## config.mk

```make
export PLATFORM = sky130hd
export DESIGN_NAME = axi_burst_lite_conv
export DESIGN_NICKNAME = d
export VERILOG_FILES = /design/src/rtl/axi_conv_pkg.sv /design/src/rtl/axi_burst_addr_gen.sv /design/src/rtl/axi_burst_lite_conv.sv
export SDC_FILE = /design/constraint.sdc
export NUM_CORES = 1
export LEC_CHECK = 0
export ABC_AREA = 1
export BUFFER_PORTS_ARGS = -buffer_cell sky130_fd_sc_hd__buf_2
export CORE_UTILIZATION = 35
export DETAILED_ROUTE_END_ITERATION = 8
export GPL_ROUTABILITY_DRIVEN = 0
export PLACE_DENSITY = 0.71
export SYNTH_ARGS = -nofsm -noshare
export SYNTH_HDL_FRONTEND = slang
export SYNTH_SLANG_ARGS = --single-unit
```

## constraint.sdc

```tcl
create_clock -name ACLK -period 2.85 [get_ports ACLK]
set_input_delay 0.285 -clock ACLK [delete_from_list [all_inputs] [get_ports ACLK]]
set_output_delay 0.285 -clock ACLK [all_outputs]
set_load 0.01 [all_outputs]
```

## src/rtl/axi_conv_pkg.sv

```systemverilog
// Shared encodings for the AXI4-burst to AXI-Lite converter.
// Holds burst/response encodings, the converter FSM state type and a response-merge helper.
// No logic state lives here; consumers import it with axi_conv_pkg::*.
package axi_conv_pkg;

  typedef enum logic [1:0] {
    BURST_FIXED = 2'd0,
    BURST_INCR  = 2'd1,
    BURST_WRAP  = 2'd2,
    BURST_RSVD  = 2'd3
  } burst_e;

  typedef enum logic [1:0] {
    RESP_OKAY   = 2'd0,
    RESP_EXOKAY = 2'd1,
    RESP_SLVERR = 2'd2,
    RESP_DECERR = 2'd3
  } resp_e;

  typedef enum logic [2:0] {
    IDLE    = 3'd0,
    RD_ADDR = 3'd1,
    RD_DATA = 3'd2,
    WR_ADDR = 3'd3,
    WR_DATA = 3'd4,
    WR_RESP = 3'd5,
    B_SEND  = 3'd6
  } state_e;

  // The numeric encoding already orders severity: DECERR > SLVERR > OKAY.
  function automatic logic [1:0] resp_max(input logic [1:0] a, input logic [1:0] b);
    return (a > b) ? a : b;
  endfunction

endpackage

```

## src/rtl/axi_burst_addr_gen.sv

```systemverilog
// Next-beat address for an AXI burst (FIXED / INCR / WRAP; reserved type behaves as INCR).
// Purely combinational, zero latency.
// No handshake; next_addr equals addr whenever step is low.
module axi_burst_addr_gen
  import axi_conv_pkg::*;
#(
  parameter int C_AXI_ADDR_WIDTH = 32
) (
  input  logic [C_AXI_ADDR_WIDTH-1:0] addr,
  input  logic [2:0]                  size,
  input  logic [7:0]                  len,
  input  logic [1:0]                  burst,
  input  logic                        step,
  output logic [C_AXI_ADDR_WIDTH-1:0] next_addr
);

  localparam int AW = C_AXI_ADDR_WIDTH;

  logic [AW-1:0] incr;
  logic [AW-1:0] span;
  logic [AW-1:0] wrap_mask;
  logic [AW-1:0] sum;

  // Wrap block is (len+1) * 2^size bytes; legal wrap lengths make it a power of two.
  always_comb begin
    incr      = AW'(1) << size;
    span      = (AW'(len) + AW'(1)) << size;
    wrap_mask = span - AW'(1);
    sum       = addr + incr;
    next_addr = addr;
    if (step) begin
      case (burst)
        BURST_FIXED: next_addr = addr;
        BURST_WRAP:  next_addr = (addr & ~wrap_mask) | (sum & wrap_mask);
        default:     next_addr = sum;
      endcase
    end
  end

endmodule

```

## src/rtl/axi_burst_lite_conv.sv

```systemverilog
// Splits each AXI4 burst into LEN+1 single-beat AXI-Lite transactions, one burst in flight.
// Latency: M-side AR/AW one cycle after S-side grant; R/W data passed through combinationally.
// Backpressure: S_RREADY/M_WREADY forwarded straight through; B held until S_BREADY.
module axi_burst_lite_conv
  import axi_conv_pkg::*;
#(
  parameter int C_AXI_ID_WIDTH   = 12,
  parameter int C_AXI_ADDR_WIDTH = 32,
  parameter int C_AXI_DATA_WIDTH = 32
) (
  input  logic                          ACLK,
  input  logic                          ARESETN,
  input  logic [C_AXI_ID_WIDTH-1:0]     S_AXI_AWID,
  input  logic [C_AXI_ADDR_WIDTH-1:0]   S_AXI_AWADDR,
  input  logic [7:0]                    S_AXI_AWLEN,
  input  logic [2:0]                    S_AXI_AWSIZE,
  input  logic [1:0]                    S_AXI_AWBURST,
  input  logic                          S_AXI_AWVALID,
  output logic                          S_AXI_AWREADY,
  input  logic [C_AXI_DATA_WIDTH-1:0]   S_AXI_WDATA,
  input  logic [C_AXI_DATA_WIDTH/8-1:0] S_AXI_WSTRB,
  input  logic                          S_AXI_WLAST,
  input  logic                          S_AXI_WVALID,
  output logic                          S_AXI_WREADY,
  output logic [C_AXI_ID_WIDTH-1:0]     S_AXI_BID,
  output logic [1:0]                    S_AXI_BRESP,
  output logic                          S_AXI_BVALID,
  input  logic                          S_AXI_BREADY,
  input  logic [C_AXI_ID_WIDTH-1:0]     S_AXI_ARID,
  input  logic [C_AXI_ADDR_WIDTH-1:0]   S_AXI_ARADDR,
  input  logic [7:0]                    S_AXI_ARLEN,
  input  logic [2:0]                    S_AXI_ARSIZE,
  input  logic [1:0]                    S_AXI_ARBURST,
  input  logic                          S_AXI_ARVALID,
  output logic                          S_AXI_ARREADY,
  output logic [C_AXI_ID_WIDTH-1:0]     S_AXI_RID,
  output logic [C_AXI_DATA_WIDTH-1:0]   S_AXI_RDATA,
  output logic [1:0]                    S_AXI_RRESP,
  output logic                          S_AXI_RLAST,
  output logic                          S_AXI_RVALID,
  input  logic                          S_AXI_RREADY,
  output logic [C_AXI_ADDR_WIDTH-1:0]   M_AXI_AWADDR,
  output logic                          M_AXI_AWVALID,
  input  logic                          M_AXI_AWREADY,
  output logic [C_AXI_DATA_WIDTH-1:0]   M_AXI_WDATA,
  output logic [C_AXI_DATA_WIDTH/8-1:0] M_AXI_WSTRB,
  output logic                          M_AXI_WVALID,
  input  logic                          M_AXI_WREADY,
  input  logic [1:0]                    M_AXI_BRESP,
  input  logic                          M_AXI_BVALID,
  output logic                          M_AXI_BREADY,
  output logic [C_AXI_ADDR_WIDTH-1:0]   M_AXI_ARADDR,
  output logic                          M_AXI_ARVALID,
  input  logic                          M_AXI_ARREADY,
  input  logic [C_AXI_DATA_WIDTH-1:0]   M_AXI_RDATA,
  input  logic [1:0]                    M_AXI_RRESP,
  input  logic                          M_AXI_RVALID,
  output logic                          M_AXI_RREADY
);

  localparam int IDW = C_AXI_ID_WIDTH;
  localparam int AW  = C_AXI_ADDR_WIDTH;

  state_e          state_q, state_d;
  logic            last_wr_q, last_wr_d;
  logic            rst_done_q;
  logic [IDW-1:0]  id_q, id_d;
  logic [AW-1:0]   addr_q, addr_d;
  logic [7:0]      len_q, len_d;
  logic [2:0]      size_q, size_d;
  logic [1:0]      burst_q, burst_d;
  logic [7:0]      cnt_q, cnt_d;
  logic [1:0]      resp_q, resp_d;
  logic [AW-1:0]   next_addr;
  logic            out_en;
  logic            last_beat;
  logic            step;
  logic            grant_rd, grant_wr;
  logic            unused_wlast;

  // Burst length comes from LEN alone; WLAST carries no extra information here.
  assign unused_wlast = S_AXI_WLAST;

  // Handshakes stay masked during reset and for the first cycle after release.
  assign out_en    = ARESETN & rst_done_q;
  assign last_beat = (cnt_q == len_q);
  assign step      = out_en & ~last_beat &
                     (((state_q == RD_DATA) & M_AXI_RVALID & S_AXI_RREADY) |
                      ((state_q == WR_RESP) & M_AXI_BVALID));

  axi_burst_addr_gen #(.C_AXI_ADDR_WIDTH(AW)) u_addr_gen (
    .addr      (addr_q),
    .size      (size_q),
    .len       (len_q),
    .burst     (burst_q),
    .step      (step),
    .next_addr (next_addr)
  );

  // State, capture registers and the post-reset enable; synchronous active-low reset.
  always_ff @(posedge ACLK) begin
    if (!ARESETN) begin
      state_q    <= IDLE;
      last_wr_q  <= 1'b1;
      rst_done_q <= 1'b0;
      id_q       <= '0;
      addr_q     <= '0;
      len_q      <= '0;
      size_q     <= '0;
      burst_q    <= '0;
      cnt_q      <= '0;
      resp_q     <= RESP_OKAY;
    end else begin
      state_q    <= state_d;
      last_wr_q  <= last_wr_d;
      rst_done_q <= 1'b1;
      id_q       <= id_d;
      addr_q     <= addr_d;
      len_q      <= len_d;
      size_q     <= size_d;
      burst_q    <= burst_d;
      cnt_q      <= cnt_d;
      resp_q     <= resp_d;
    end
  end

  // Next-state and handshake decode; every valid/ready stays low unless its state owns it.
  always_comb begin
    state_d       = state_q;
    last_wr_d     = last_wr_q;
    id_d          = id_q;
    addr_d        = addr_q;
    len_d         = len_q;
    size_d        = size_q;
    burst_d       = burst_q;
    cnt_d         = cnt_q;
    resp_d        = resp_q;
    grant_rd      = 1'b0;
    grant_wr      = 1'b0;
    S_AXI_AWREADY = 1'b0;
    S_AXI_WREADY  = 1'b0;
    S_AXI_BVALID  = 1'b0;
    S_AXI_ARREADY = 1'b0;
    S_AXI_RVALID  = 1'b0;
    S_AXI_RLAST   = 1'b0;
    M_AXI_AWVALID = 1'b0;
    M_AXI_WVALID  = 1'b0;
    M_AXI_BREADY  = 1'b0;
    M_AXI_ARVALID = 1'b0;
    M_AXI_RREADY  = 1'b0;
    S_AXI_BID     = id_q;
    S_AXI_BRESP   = resp_q;
    S_AXI_RID     = id_q;
    S_AXI_RDATA   = M_AXI_RDATA;
    S_AXI_RRESP   = M_AXI_RRESP;
    M_AXI_AWADDR  = addr_q;
    M_AXI_ARADDR  = addr_q;
    M_AXI_WDATA   = S_AXI_WDATA;
    M_AXI_WSTRB   = S_AXI_WSTRB;
    if (out_en) begin
      case (state_q)
        IDLE: begin
          // On contention the side that did not win last time goes first.
          grant_rd = S_AXI_ARVALID & (~S_AXI_AWVALID | last_wr_q);
          grant_wr = S_AXI_AWVALID & ~grant_rd;
          cnt_d    = '0;
          resp_d   = RESP_OKAY;
          if (grant_rd) begin
            S_AXI_ARREADY = 1'b1;
            last_wr_d     = 1'b0;
            id_d          = S_AXI_ARID;
            addr_d        = S_AXI_ARADDR;
            len_d         = S_AXI_ARLEN;
            size_d        = S_AXI_ARSIZE;
            burst_d       = S_AXI_ARBURST;
            state_d       = RD_ADDR;
          end else if (grant_wr) begin
            S_AXI_AWREADY = 1'b1;
            last_wr_d     = 1'b1;
            id_d          = S_AXI_AWID;
            addr_d        = S_AXI_AWADDR;
            len_d         = S_AXI_AWLEN;
            size_d        = S_AXI_AWSIZE;
            burst_d       = S_AXI_AWBURST;
            state_d       = WR_ADDR;
          end
        end
        RD_ADDR: begin
          M_AXI_ARVALID = 1'b1;
          if (M_AXI_ARREADY) state_d = RD_DATA;
        end
        RD_DATA: begin
          S_AXI_RVALID = M_AXI_RVALID;
          M_AXI_RREADY = S_AXI_RREADY;
          S_AXI_RLAST  = last_beat;
          if (M_AXI_RVALID && S_AXI_RREADY) begin
            cnt_d = cnt_q + 8'd1;
            if (last_beat) begin
              state_d = IDLE;
            end else begin
              addr_d  = next_addr;
              state_d = RD_ADDR;
            end
          end
        end
        WR_ADDR: begin
          M_AXI_AWVALID = 1'b1;
          if (M_AXI_AWREADY) state_d = WR_DATA;
        end
        WR_DATA: begin
          M_AXI_WVALID = S_AXI_WVALID;
          S_AXI_WREADY = M_AXI_WREADY;
          if (S_AXI_WVALID && M_AXI_WREADY) state_d = WR_RESP;
        end
        WR_RESP: begin
          M_AXI_BREADY = 1'b1;
          if (M_AXI_BVALID) begin
            resp_d = resp_max(resp_q, M_AXI_BRESP);
            cnt_d  = cnt_q + 8'd1;
            if (last_beat) begin
              state_d = B_SEND;
            end else begin
              addr_d  = next_addr;
              state_d = WR_ADDR;
            end
          end
        end
        B_SEND: begin
          S_AXI_BVALID = 1'b1;
          if (S_AXI_BREADY) state_d = IDLE;
        end
        default: state_d = IDLE;
      endcase
    end
  end

endmodule

```

==> flow_summary.yaml <==
run_status:
  status: "finished clean"
yosys:
  ys.flop_type: "dfxtp_1"
  synth_cell_type_count: 44
  yosys_warnings: 0
  synth_edf_count: 0
  async_reset_ff_share_pct: 0
  synth_nets: 1396
  ys_seq_area_share_pct: 20.4
  ys_seq_elements: 72
  avgSynthCellArea_um2: 5.99
  synthCells: 1182
  synthesis.area_um2: 7080
die:
  core_area_um2: 19700
  num_rows: 51
  chipWidth_um: 144
  io_pins: 370
  die_y_um: 144
  start_util_pct: 36.0
  die-area_um2: 20800
power:
  p_leak_uw: 0.00405
  p_per_area_nw_per_um2: 445
  ir_worst_vdd_uv: 285
setup_path:
  cpPeakStageDelay_ns: 0.37
  crit_chain: "nor3_4, ha_2, inv_1, fa_2, nor2_4, o21a_1, nor2_1, o21ai_2, nand2_2, nor2_4, buf_4, buf_4, nand3_1, xor2_1, nand2_1, nor2_1, nor2_1, nor2_1"
  path_max_fanout: 5
  cp.arrival_ns: 3.02
  startpoint_type: "flip-flop"
  critPathSlowestCell: "fa_2"
  cp-end-kind: "flip-flop"
  cpMostUsedCell: "nor2_1"
  critPathRequiredTime_ns: 3.14
  criticalPathCategory: "reg2reg"
min_path:
  hp-class: "in2reg"
sta:
  finClkSkew_ns: 0.00812
  worst_slack_ns: 0.121
  rsz0062_at_grt: "true"
  finalMaxSlewViolations: 0
  finalSetupViolCount: 0
  max_freq_mhz: 366
  worst_pin_slew_ns: 0.791
  finalHoldViolations: 0
  relSlewSlack_pct: 47.2
  fin_setup_tns_ns: 0
  min_period_ns: 2.73
  fin_crit_sh_pct: 95.8
global_route:
  grt_pass1_vias: 6818
  grtUsageTotal_pct: 21.4
  grt_max_degree: 61
  antenna_found_initial: 1
  overflow: 0
  grt_pass1_wl_um: 34500
finish:
  post-route-util_pct: 42.5
  fin_nets: 1527
  drive_gt1_share_pct: 28.9
  area_delta_synth_final_pct: 18.1
  final_cell_mix: "nand2_1, buf_2, nor2_1"
  layout_commonest_cell: "nand2_1"
job:
  drv_cap: 0
detailed_routing:
  drt_iter0_drc: 463
  dr_total_vias: 7822
  totalWireLength_um: 22500
  avgRoutedWirePerCell_um: 14.2
  antenna_left: 0
  drtPass1Iterations: 5
  viasPerCell: 4.94
  drcViolationCount: 0
cts:
  cts-buffers-inserted: 9
  clk_latency_ns: 0.35
  tritoncts: "built"
  hold_buffers: 0
  cts.sinks: 72
  cts_root_buf: "clkbuf_16"
  clockBufferDepth: 2
  h-tree-depth: 3
  path_clk_slew_ns: 0.06
placed_design:
  post-place-ws_ns: -0.0110
  dp_hpwl_um: 17100
  io_buffers: 228
[where the power goes]
part / internal (uW) / total [uW] / switching [uW]
combinational: 497 / 1270 / 772
clock: 772 / 1260 / 491
sequential: 1090 / 1190 / 105
total: 2350 / 3720 / 1370
[area by class of cell]
| type | instances | area [um^2] |
|---|---|---|
| well taps | 265 | 332 |
| clock buffers | 10 | 229 |
| flip-flops and latches | 72 | 1450 |
| diodes | 1 | 2.50 |
| clock inverters | 6 | 92.6 |
| multi-input cells | 849 | 4320 |
| inverters | 103 | 390 |
| fillers | 2128 | 11300 |
| repair buffers | 278 | 1550 |
[final timing paths]
check	endpoint	from	slack, ns	cells after the start
hold reg to reg	cnt_q[7]$_SDFFE_PN0P_	cnt_q[7]$_SDFFE_PN0P_	0.47	1
setup / recovery	flip-flop	size_q[2]$_SDFFE_PN0P_	0.12	18
hold / removal	S_AXI_BID[1]$_SDFFE_PN0P_	S_AXI_ARID[1]	0.19	3
setup reg to reg	flip-flop	size_q[2]$_SDFFE_PN0P_	0.12	18
[what timing repair did]
item                       4_1_cts  5_1_grt
setup endpoints to repair        1       26
setup buffers                    0        9
gates cloned                     0        0
pin swaps                        0       18
gates resized for setup          2       36
[critical path: cells and delay by family (launching register included)]
family	cells	cell delay (ns)
AO/OA/AOI/OAI	2	0.29
XOR/XNOR	1	0.20
flip-flops	1	0.35
AND/OR/NAND/NOR	10	1.00
buffers and inverters	3	0.27
adder cells (fa/ha/maj)	2	0.56
[cells by family after synthesis]
group                      synth area share (%)
AOI/OAI and AO/OA                          16.1
xor gates and xnor gates                   3.09
adders and majority gates                  2.76
buffers and inverters                      20.2
DFF                                        20.4
and+or+nand+nor                            37.4
[through the flow]
| stage | area [um^2] | hold WS, ns | total power, uW | cells |
|---|---|---|---|---|
| after floorplan | 7090 | 0.313 | 2140 | 1182 |
| after CTS | 8180 | 0.178 | 3710 | 1574 |
| after global routing | 8360 | 0.202 | 3960 | 1583 |
| final | 8360 | 0.193 | 3720 | 1584 |
| after detailed placement | 7850 | 0.461 | 2420 | 1558 |
| after global placement | 7850 | 0.457 | 2410 | 1558 |
[synthesized netlist by cell type, drive strengths merged, types with 2 or more instances]
cell | number | share of area [%]
a21oi | 49 | 3.7
o211ai | 2 | 0.21
inv | 101 | 5.4
o221ai | 3 | 0.37
o22ai | 2 | 0.18
a211oi | 3 | 0.32
buf | 126 | 13
nor4 | 4 | 0.35
nand2 | 272 | 15
xor2 | 14 | 1.7
nand4 | 12 | 1.4
dfxtp | 72 | 20
nand3 | 103 | 8.4
a31oi | 30 | 2.7
o21ai | 117 | 8.3
clkbuf | 32 | 1.7
clkinv | 2 | 0.11
or2 | 2 | 0.18
ha | 14 | 2.5
nor3 | 15 | 1.1
xnor2 | 11 | 1.4
nor2 | 190 | 11
[routing by layer]
layer	routed length [um]	global-route usage, %	vias up
met3	1390	3.31	43
met1	10400	28.5	3476
met2	9960	33.3	297
li1	-	-	4006
met5	0	0	-
met4	726	10.6	0
Power figures use the tool's default switching activity.
